==> src/rtl/config_report_tx.sv <==
// config_report_tx: serialises the live config registers to the host as a
// 5-byte UART 8N1 frame (A5, tagged mode, tagged brightness, tagged anim, xor chk).
// Frames go out on report_req, or on any config change when AUTO_REPORT is set.
module config_report_tx #(
  parameter int CLKS_PER_BIT = 868,
  parameter bit AUTO_REPORT  = 1'b1
) (
  input  logic       clk,
  input  logic       rst_n,
  input  logic       report_req,
  input  logic [3:0] mode,
  input  logic [3:0] brightness,
  input  logic [3:0] animation_sel,
  output logic       tx,
  output logic       busy,
  output logic       done
);
  localparam int BW = $clog2(CLKS_PER_BIT) + 1;
  localparam logic [BW-1:0] BAUD_LAST = BW'(CLKS_PER_BIT - 1);
  // second-to-last baud tick; only meaningful when a bit spans 2+ cycles
  localparam logic [BW-1:0] BAUD_PRE  = BW'(CLKS_PER_BIT - 2);
  // reset values of the config block, so reset alone never sends a frame
  localparam logic [11:0] CFG_RST = 12'h0F0;

  typedef enum logic [1:0] {IDLE, START, DATA, STOP} state_t;

  state_t        state;
  logic [BW-1:0] baud_cnt;
  logic [2:0]    bit_idx;
  logic [2:0]    byte_idx;
  logic [3:0]    f_mode, f_bri, f_anim;
  logic [11:0]   last_sent;
  logic          pending;
  logic [7:0]    cur_byte;

  logic [11:0] cfg;
  logic        cfg_changed, trigger, baud_end, last_byte;
  logic [2:0]  nxt_bit;

  assign cfg         = {mode, brightness, animation_sel};
  assign cfg_changed = AUTO_REPORT && (cfg != last_sent);
  assign trigger     = report_req || pending || cfg_changed;
  assign baud_end    = (baud_cnt == BAUD_LAST);
  assign last_byte   = (byte_idx == 3'd4);
  assign nxt_bit     = bit_idx + 3'd1;

  // byte currently on the wire, built from the snapshotted values
  always_comb begin
    cur_byte = 8'hA5;
    case (byte_idx)
      3'd0:    cur_byte = 8'hA5;
      3'd1:    cur_byte = {4'h0, f_mode};
      3'd2:    cur_byte = {4'h1, f_bri};
      3'd3:    cur_byte = {4'h2, f_anim};
      default: cur_byte = {4'h0, f_mode} ^ {4'h1, f_bri} ^ {4'h2, f_anim};
    endcase
  end

  // frame sequencer: snapshot, start/data/stop per byte, pending-request capture
  always_ff @(posedge clk or negedge rst_n) begin
    if (!rst_n) begin
      state     <= IDLE;
      baud_cnt  <= '0;
      bit_idx   <= '0;
      byte_idx  <= '0;
      f_mode    <= '0;
      f_bri     <= '0;
      f_anim    <= '0;
      last_sent <= CFG_RST;
      pending   <= 1'b0;
      tx        <= 1'b1;
      busy      <= 1'b0;
      done      <= 1'b0;
    end else begin
      done <= 1'b0;
      case (state)
        IDLE: if (trigger) begin
          f_mode    <= mode;
          f_bri     <= brightness;
          f_anim    <= animation_sel;
          last_sent <= cfg;
          pending   <= 1'b0;
          state     <= START;
          busy      <= 1'b1;
          tx        <= 1'b0;
          baud_cnt  <= '0;
          bit_idx   <= '0;
          byte_idx  <= '0;
        end
        START: if (baud_end) begin
          baud_cnt <= '0;
          bit_idx  <= '0;
          state    <= DATA;
          tx       <= cur_byte[0];
        end else baud_cnt <= baud_cnt + 1'b1;
        DATA: if (baud_end) begin
          baud_cnt <= '0;
          if (bit_idx == 3'd7) begin
            state <= STOP;
            tx    <= 1'b1;
            // one-cycle stop bit: the next cycle is already the last of the frame
            if (CLKS_PER_BIT == 1 && last_byte) done <= 1'b1;
          end else begin
            bit_idx <= nxt_bit;
            tx      <= cur_byte[nxt_bit];
          end
        end else baud_cnt <= baud_cnt + 1'b1;
        STOP: if (baud_end) begin
          baud_cnt <= '0;
          if (last_byte) begin
            state <= IDLE;
            busy  <= 1'b0;
          end else begin
            byte_idx <= byte_idx + 3'd1;
            state    <= START;
            tx       <= 1'b0;
          end
        end else begin
          baud_cnt <= baud_cnt + 1'b1;
          if (CLKS_PER_BIT > 1 && last_byte && baud_cnt == BAUD_PRE) done <= 1'b1;
        end
        default: state <= IDLE;
      endcase
      // events during a frame collapse into one follow-up frame
      if (state != IDLE && (report_req || cfg_changed)) pending <= 1'b1;
    end
  end
endmodule
==> config.mk <==
export PLATFORM = sky130hd
export DESIGN_NAME = config_report_tx
export DESIGN_NICKNAME = d
export VERILOG_FILES = /design/src/rtl/config_report_tx.sv
export SDC_FILE = /design/constraint.sdc
export NUM_CORES = 1
export LEC_CHECK = 0
export ABC_CLOCK_PERIOD_IN_PS = 4200
export CORE_ASPECT_RATIO = 1.2
export CORE_UTILIZATION = 45
export CTS_CLUSTER_DIAMETER = 150
export CTS_CLUSTER_SIZE = 10
export DETAILED_ROUTE_END_ITERATION = 7
export SLEW_MARGIN = 30
export SYNTH_ARGS = -nofsm -noshare
export SYNTH_HDL_FRONTEND = slang
export SYNTH_SLANG_ARGS = --single-unit
==> constraint.sdc <==
create_clock -name clk -period 4.2 [get_ports clk]
set_input_delay 0.63 -clock clk [delete_from_list [all_inputs] [get_ports clk]]
set_output_delay 0.63 -clock clk [all_outputs]
set_load 0.02 [all_outputs]
* After elaboration in Yosys (flattened, before gate mapping) *
Cells that the tools add are included.
Widths: inputs -> output; s select.

operators by class
  multiplexer cells = 37
  $add $sub $neg = 3
  divide/modulo/power cells = 0
  reduce and logical (&&, ||, !) cells = 20
  equal/unequal tests = 19
  shift operators = 0
  bitwise logic cells = 2
  magnitude comparators = 1
  multiply operators = 0

operators with widths
  operator               number
  $pmux 8 s4             1
  $eq 11x10->1 const B   2
  $mux 11                2
  $pmux 11 s2            1
  $mux 3                 6
  $mux 1                 16
  $ne 2x2->1 const B     8
  $reduce_and 5->1       3
  $ne 12x12->1           1
  $add 11x1->11 const B  1
  $mux 2                 5
  $pmux 3 s3             1
  $pmux 2 s4             1
  $reduce_and 4->1       2
  $reduce_bool 2->1      4
  $add 3x1->3 const B    2
  $eq 3x2->1 const B     2
  $eq 3x3->1 const B     2
  $pmux 3 s2             1
  $xor 5x6->6            1
  $xor 4x5->5            1
  $eq 2x2->1 const B     2
  $lt 3x4->1 const B     1
  $pmux 1 s4             1
  other kinds (11)       15

storage, ports and cells
  logic and storage cells = 94
  bits in registers = 47
  memory bits (writable) = 0
  memories = 0
  output and inout bits = 3
  bits in latches = 0
  memory bits (read-only) = 0

* Longest topological paths before layout *
Gate-level depths: netlist of the first run.

  depth after elaboration = 8
  mapped depth = 10
  gate-level depth less buffers = 8

* Worst setup path before layout of the first run *
No wires, ideal clock.

  kind = input to register
  start point = input animation_sel[2]
  end point = register f_bri[3]
  cell stages on the path = 7
  data required time = 4075 ps
  slack = 2070 ps
  arrival = 2004 ps
  library setup time = 125 ps
  cell sequence = xor2_1 > or3_4 > nor4_4 > nand2b_1 > buf_6 > buf_12 > mux2_4

on the way
  word-level cells in the longest chain between the ends = 3

RTL lines
  element                            RTL line  RTL
  from (decl)                        13        input logic [3:0] animation_sel,
  $ne 12x12->1                       41        assign cfg_changed = AUTO_REPORT && (cfg != last_sent);
  $logic_or 1x1->1                   42        assign trigger = report_req || pending || cfg_changed;
  $reduce_and 2->1 (no source line)  --
  to (signal assigned)               79        f_bri <= brightness;
  to (decl)                          31        logic [3:0] f_mode, f_bri, f_anim;

Every way passes these cells.
A chain may end at the register's enable or synchronous reset.

* Final worst setup path of the first run *
  start point = input brightness[2]
  end point = register state[1]

on the way
  word-level cells in the longest chain between the ends = 4

RTL lines
  element                            RTL line  RTL
  from (decl)                        12        input logic [3:0] brightness,
  $ne 12x12->1                       41
  $logic_or 1x1->1                   42
  $ne 2x2->1 (no source line)        --
  $reduce_and 5->1 (no source line)  --
  to (signal assigned)               62        state <= IDLE;
  to (signal assigned)               83        state <= START;
  to (signal assigned)               93        state <= DATA;
  to (decl)                          27        state_t state;

Every way passes these cells.

==> impl_metrics.yaml, run 1 <==
clock_tree:
  clock-sinks: 39
  numCtsBuffers: 5
  insertion_delay_ns: 0.29
  cts_root_buf: "clkbuf_8"
  htreeDepth: 2
  cts.repair.resized: 0
  cts_tree: "built"
  post-cts-setup-buffers: 0
  ctsLongestPathBuffers: 2
  cts_hold_buf: 0
  clk_pin_slew_ns: 0.08
synth:
  synthArstFlopShare_pct: 100
  syn_area_mm2: 0.00252
  yosysMostFrequentCell: "dfrtp_1"
  synth-edff-count: 0
  syn_nets: 280
  synth_cell_types: 50
  synth-seq-cells: 39
  synth_common_cells: "34 x dfrtp_1, 21 x nand2_1, 21 x o21ai_0"
  yosys_warnings: 0
  yosysTopAreaCell: "dfrtp_1"
  post_synth.cell_area_avg_um2: 10.0
  ys_seq_area_share_pct: 38.9
  synth_cells: 252
  synthFlopType: "dfrtp_1"
  netlist.area_leader.share_pct: 33.7
  ys_top_cells_by_area: "dfrtp_1 34%, mux2_4 6.5%, ha_1 6.4%"
pwr:
  p_clk_share_pct: 18.8
  ir_drop_uv: 267
  cellInternalPower_w: 0.000904
  leakage_nw: 1.17
  power_density_mw_per_mm2: 488
  p_switching_w: 0.000458
  switching_share_pct: 33.6
  sequentialPowerShare_pct: 44.2
  comb_power_share_pct: 37.1
floorplan:
  initial_core_util_pct: 47.3
  die_area_mm2: 0.00591
  core.rowCount: 29
  die_x_um: 70.4
  chipHeight_um: 84.0
  num_io_pins: 18
  core_mm2: 0.00533
cells_and_area:
  finalNonFillerCells: 329
  fin_nets: 294
  synthToLayoutAreaGrowth_pct: 10.6
  fill_cells: 503
  drive_gt1_share_pct: 13.9
  n_antenna_cell: 0
placement:
  hpwl_um: 3770
  port_buffers: 17
  routabilityCongestion: 0.815
  dpl.cell_count: 321
global_routing:
  grt_use_total_pct: 20.1
  grt-ovfl-total: 0
  grt_max_degree: 40
  grt_pass1_wl_um: 9320
  antenna_found_initial: 0
  grt_pass1_vias: 1985
timing:
  setup_viol: 0
  finalSetupTns_ns: 0
  finalCritPeriodShare_pct: 62.6
  hold_violations: 0
  fin_crit_ns: 2.63
  fmax_mhz: 380
  slew_violations: 0
  rsz0062_at_grt: "false"
  worst_slew_pin_slew_ns: 0.827
  clock-skew-final_ns: 0.00780
  relSlewSlack_pct: 44.9
setup_path:
  cp_max_fo: 15
  start_kind: "input port"
  crit_path_end: "state[1]$_DFFE_PN0P_"
  reg2reg_depth: 8
  cp-end-kind: "flop"
  r2r-start: "byte_idx[0]$_DFFE_PN0P_"
  r2r_end: "tx$_DFFE_PN1P_"
  arrival_ns: 2.81
  reg2reg_slack_ns: 1.86
  critPathLaunch: "brightness[2]"
  path_class: "input port to flop"
  worstPathRequired_ns: 4.38
outcome:
  outcome: "completed"
detailed_routing:
  drt_iter0_drc: 109
  dr.pass1.iters: 4
  postRouteAntennaNets: 0
  vias: 1880
  avgRoutedWirePerCell_um: 16.1
  wirelength_um: 5300
  routed_via_density: 5.71
  drc_errors: 0
hold_path:
  min_path_type: "input port to async pin"
job:
  maxCapViolCount: 0
## metal layers
layer  vias up  global-route usage [%]  share of wire (%)
li1        928                       -                  -
met2        31                    35.7                 50
met5         -                       0                  0
met1       911                    23.2                 45
met4         0                    8.00                2.1
met3        10                    4.11                3.3
## critical path: stages
cell	delay, ns
clkdlybuf4s50_1	0.51
xnor2_1	0.13
nand4_1	0.18
nor4_4	0.40
and2_1	0.52
nor2_2	0.11
mux2_4	0.31
## stage by stage
step                worst slack [ns]  hold WS (ns)  util [%]  area, µm²  total power, W
floorplan                       2.07         0.334         -       2520         0.00101
global placement                1.28         0.490      50.6       2700         0.00111
detailed placement              1.24         0.501      50.6       2700         0.00112
CTS                             1.54         0.484      52.3       2790         0.00138
global route                    1.37         0.341      52.3       2790         0.00146
finish                          1.57         0.293      52.3       2790         0.00136
## worst min-delay path by stage
stage / startpoint / endpoint / slack [ns] / depth (start not counted)
after CTS: rst_n / f_bri[0]$_DFFE_PN0P_ / 0.48 / 1
after floorplan: rst_n / baud_cnt[0]$_DFFE_PN0P_ / 0.33 / 0
after global placement: tx$_DFFE_PN1P_ / tx$_DFFE_PN1P_ / 0.49 / 2
after detailed placement: baud_cnt[9]$_DFFE_PN0P_ / baud_cnt[9]$_DFFE_PN0P_ / 0.50 / 1
final: rst_n / f_mode[1]$_DFFE_PN0P_ / 0.29 / 1
after global routing: rst_n / f_mode[1]$_DFFE_PN0P_ / 0.34 / 1
## power by group through the flow
stage                     clock network (W)  registers (W)  logic, W
after floorplan                           0       0.000574  0.000435
after CTS                          0.000264       0.000606  0.000511
after global placement                    0       0.000609  0.000503
final                              0.000256       0.000602  0.000505
after global routing               0.000276       0.000619  0.000565
after detailed placement                  0       0.000613  0.000507
## cell usage in the layout (no fill, tap or decap), drive strengths merged, types with 9 or more instances in the layout
master / netlist / layout
nand2: 21 / 21
ha: 13 / 13
nor2: 13 / 13
mux2: 17 / 17
nand2b: 9 / 9
dfrtp: 34 / 34
inv: 13 / 13
xnor2: 14 / 14
clkdlybuf4s50: 0 / 16
o21ai: 21 / 21
## cell families after synthesis
family / Yosys count / synth area share (%)
and+or+nand+nor: 81 / 17.7
AOI/OAI and AO/OA: 54 / 13.8
DFF: 39 / 38.9
buffers and inverters: 24 / 4.81
muxes: 21 / 10.8
xor gates and xnor gates: 20 / 7.49
adders and majority gates: 13 / 6.45
## layout make-up
class	count	area, µm²	area share, %
Sequential cell	39	982	35.2
Clock buffer	6	72.6	2.60
Clock inverter	2	13.8	0.493
Tap cell	62	77.6	2.78
Multi-Input combinational cell	189	1420	50.9
Inverter	13	48.8	1.75
Timing Repair Buffer	18	175	6.28
## state kept, by name, indices dropped and copies added (netlist names), 2 cells and up
name / flops
last_sent: 5
state: 2
byte_idx: 3
bit_idx: 3
f_bri: 4
baud_cnt: 11
f_anim: 3
f_mode: 4
No activity file was read; power rests on OpenSTA's default activity.
==> run 2, diff against run 1 <==
--- a/config.mk
+++ b/config.mk
@@ -5,7 +5,7 @@
 export SDC_FILE = /design/constraint.sdc
 export NUM_CORES = 1
 export LEC_CHECK = 0
-export ABC_CLOCK_PERIOD_IN_PS = 4200
+export ABC_CLOCK_PERIOD_IN_PS = 2500
 export CORE_ASPECT_RATIO = 1.2
 export CORE_UTILIZATION = 45
 export CTS_CLUSTER_DIAMETER = 150
==> constraint.sdc (replaced) <==
create_clock -name clk -period 2.5 [get_ports clk]
set_input_delay 0.375 -clock clk [delete_from_list [all_inputs] [get_ports clk]]
set_output_delay 0.375 -clock clk [all_outputs]
set_load 0.02 [all_outputs]
==> run 2 against run 1 <==
Sequential share of layout area down 1.2 points. Critical path depth up 1. Total power up 79%. Worst setup slack worse by 1.4 ns. Die area unchanged. First-iteration DRC count down 18%. Register-to-register slack worse by 1.6 ns.
==> impl_metrics.yaml, run 2 (same netlist as run 1, synthesis figures left out) <==
setup_path:
  arrival_ns: 2.50
  cp-end-kind: "flop"
  reg2reg_depth: 8
  path_class: "flop to flop"
  r2r-start: "byte_idx[1]$_DFFE_PN0P_"
  start_kind: "flop"
  worstPathRequired_ns: 2.71
  cp_max_fo: 5
  critPathLaunch: "byte_idx[1]$_DFFE_PN0P_"
cells_and_area:
  n_antenna_cell: 0
  top_register: "baud_cnt"
  layout_commonest_cell: "dfrtp_1"
  drive_gt1_share_pct: 16.4
  largest_reg_flops: 11
  layout_common_cells: "34 x dfrtp_1, 21 x o21ai_0, 21 x nand2_1"
  synthToLayoutAreaGrowth_pct: 14.5
  fin_nets: 301
  reg.largest.list: "baud_cnt: 11 flops, last_sent: 5 flops"
  fill_cells: 476
timing:
  fin_crit_ns: 2.29
  fmax_mhz: 437
  finalSetupTns_ns: 0
  hold_violations: 0
  finalCritPeriodShare_pct: 91.5
  holdWs_ns: 0.0375
  clock-skew-final_ns: 0.00487
  rsz0062_at_grt: "false"
  setup_viol: 0
  relSlewSlack_pct: 66.4
  worst_slew_pin_slew_ns: 0.504
  slew_violations: 0
clock_tree:
  numCtsBuffers: 5
  htreeDepth: 2
  cts_tree: "built"
  cts_hold_buf: 0
  cts_root_buf: "clkbuf_8"
  post-cts-setup-buffers: 0
  ctsLongestPathBuffers: 2
  clock-sinks: 39
  cts.repair.resized: 0
  insertion_delay_ns: 0.30
  clk_pin_slew_ns: 0.08
detailed_routing:
  drt_iter0_drc: 89
  drc_errors: 0
  dr.pass1.iters: 4
  routed_via_density: 5.57
  avgRoutedWirePerCell_um: 15.4
  postRouteAntennaNets: 0
  wirelength_um: 5190
  vias: 1872
floorplan:
  die_x_um: 70.4
  initial_core_util_pct: 47.3
  num_io_pins: 18
  chipHeight_um: 84.0
  die_area_mm2: 0.00591
  core_mm2: 0.00533
  core.rowCount: 29
global_routing:
  grt_pass1_wl_um: 9090
  grt_pass1_vias: 1877
  grt-ovfl-total: 0
  antenna_found_initial: 0
  grt_max_degree: 40
  grt_use_total_pct: 19.7
pwr:
  power_density_mw_per_mm2: 846
  total_power_w: 0.00245
  ir_drop_uv: 378
  leakage_nw: 1.23
job:
  maxCapViolCount: 0
placement:
  hpwl_um: 3770
  routabilityCongestion: 0.785
  port_buffers: 17
outcome:
  outcome: "completed"
hold_path:
  min_path_type: "input port to async pin"
-- run 2: critical path, stage by stage (launching register included) --
cell and delay, ns:
dfrtp_1 0.38, inv_1 0.08, ha_1 0.24, or3_1 0.46, a21oi_1 0.25, o311ai_0 0.17
a31oi_1 0.23, o21ai_0 0.16, o31ai_1 0.23
-- run 2: final timing paths --
kind,end,slack (ns)
min in group clk,tx$_DFFE_PN1P_,0.51
min reg2reg,tx$_DFFE_PN1P_,0.51
max reg2reg,tx$_DFFE_PN1P_,0.21
max in group asynchronous,last_sent[4]$_DFFE_PN1P_,2.09
min,f_mode[1]$_DFFE_PN0P_,0.04
max,tx$_DFFE_PN1P_,0.21
-- run 2: layout make-up --
type                            count  area [µm²]  share of cell area, %
Tap cell                           62        77.6                   2.68
Clock buffer                        6        82.6                   2.86
Sequential cell                    39         982                   34.0
Multi-Input combinational cell    189        1420                   49.1
Inverter                           13        48.8                   1.69
Timing Repair Buffer               25         240                   8.31
Clock inverter                      2        38.8                   1.34
-- run 2: layer usage --
layer / vias to the layer above / GRT usage [%] / routed length (µm)
met5: - / 0 / 0
met4: 0 / 7.64 / 87
met3: 7 / 4.11 / 136
met2: 17 / 33.6 / 2610
met1: 904 / 23.9 / 2350
li1: 944 / - / -
-- run 2: per-stage QoR --
step	util (%)	worst slack, ns	cells	instance area, µm²
3_5_place_dp	51.9	0.0956	328	2770
4_1_cts	54.1	0.257	336	2890
2_1_floorplan	-	0.527	252	2520
6_report	54.2	0.212	336	2890
3_3_place_gp	51.9	0.109	328	2770
5_1_grt	54.2	0.0537	336	2890
-- run 2: power by group --
part	total, W	internal, W	switching (W)
sequential	0.00101	0.000819	0.000194
combinational	0.000862	0.000521	0.000341
clock	0.000570	0.000328	0.000241
total	0.00245	0.00167	0.000776
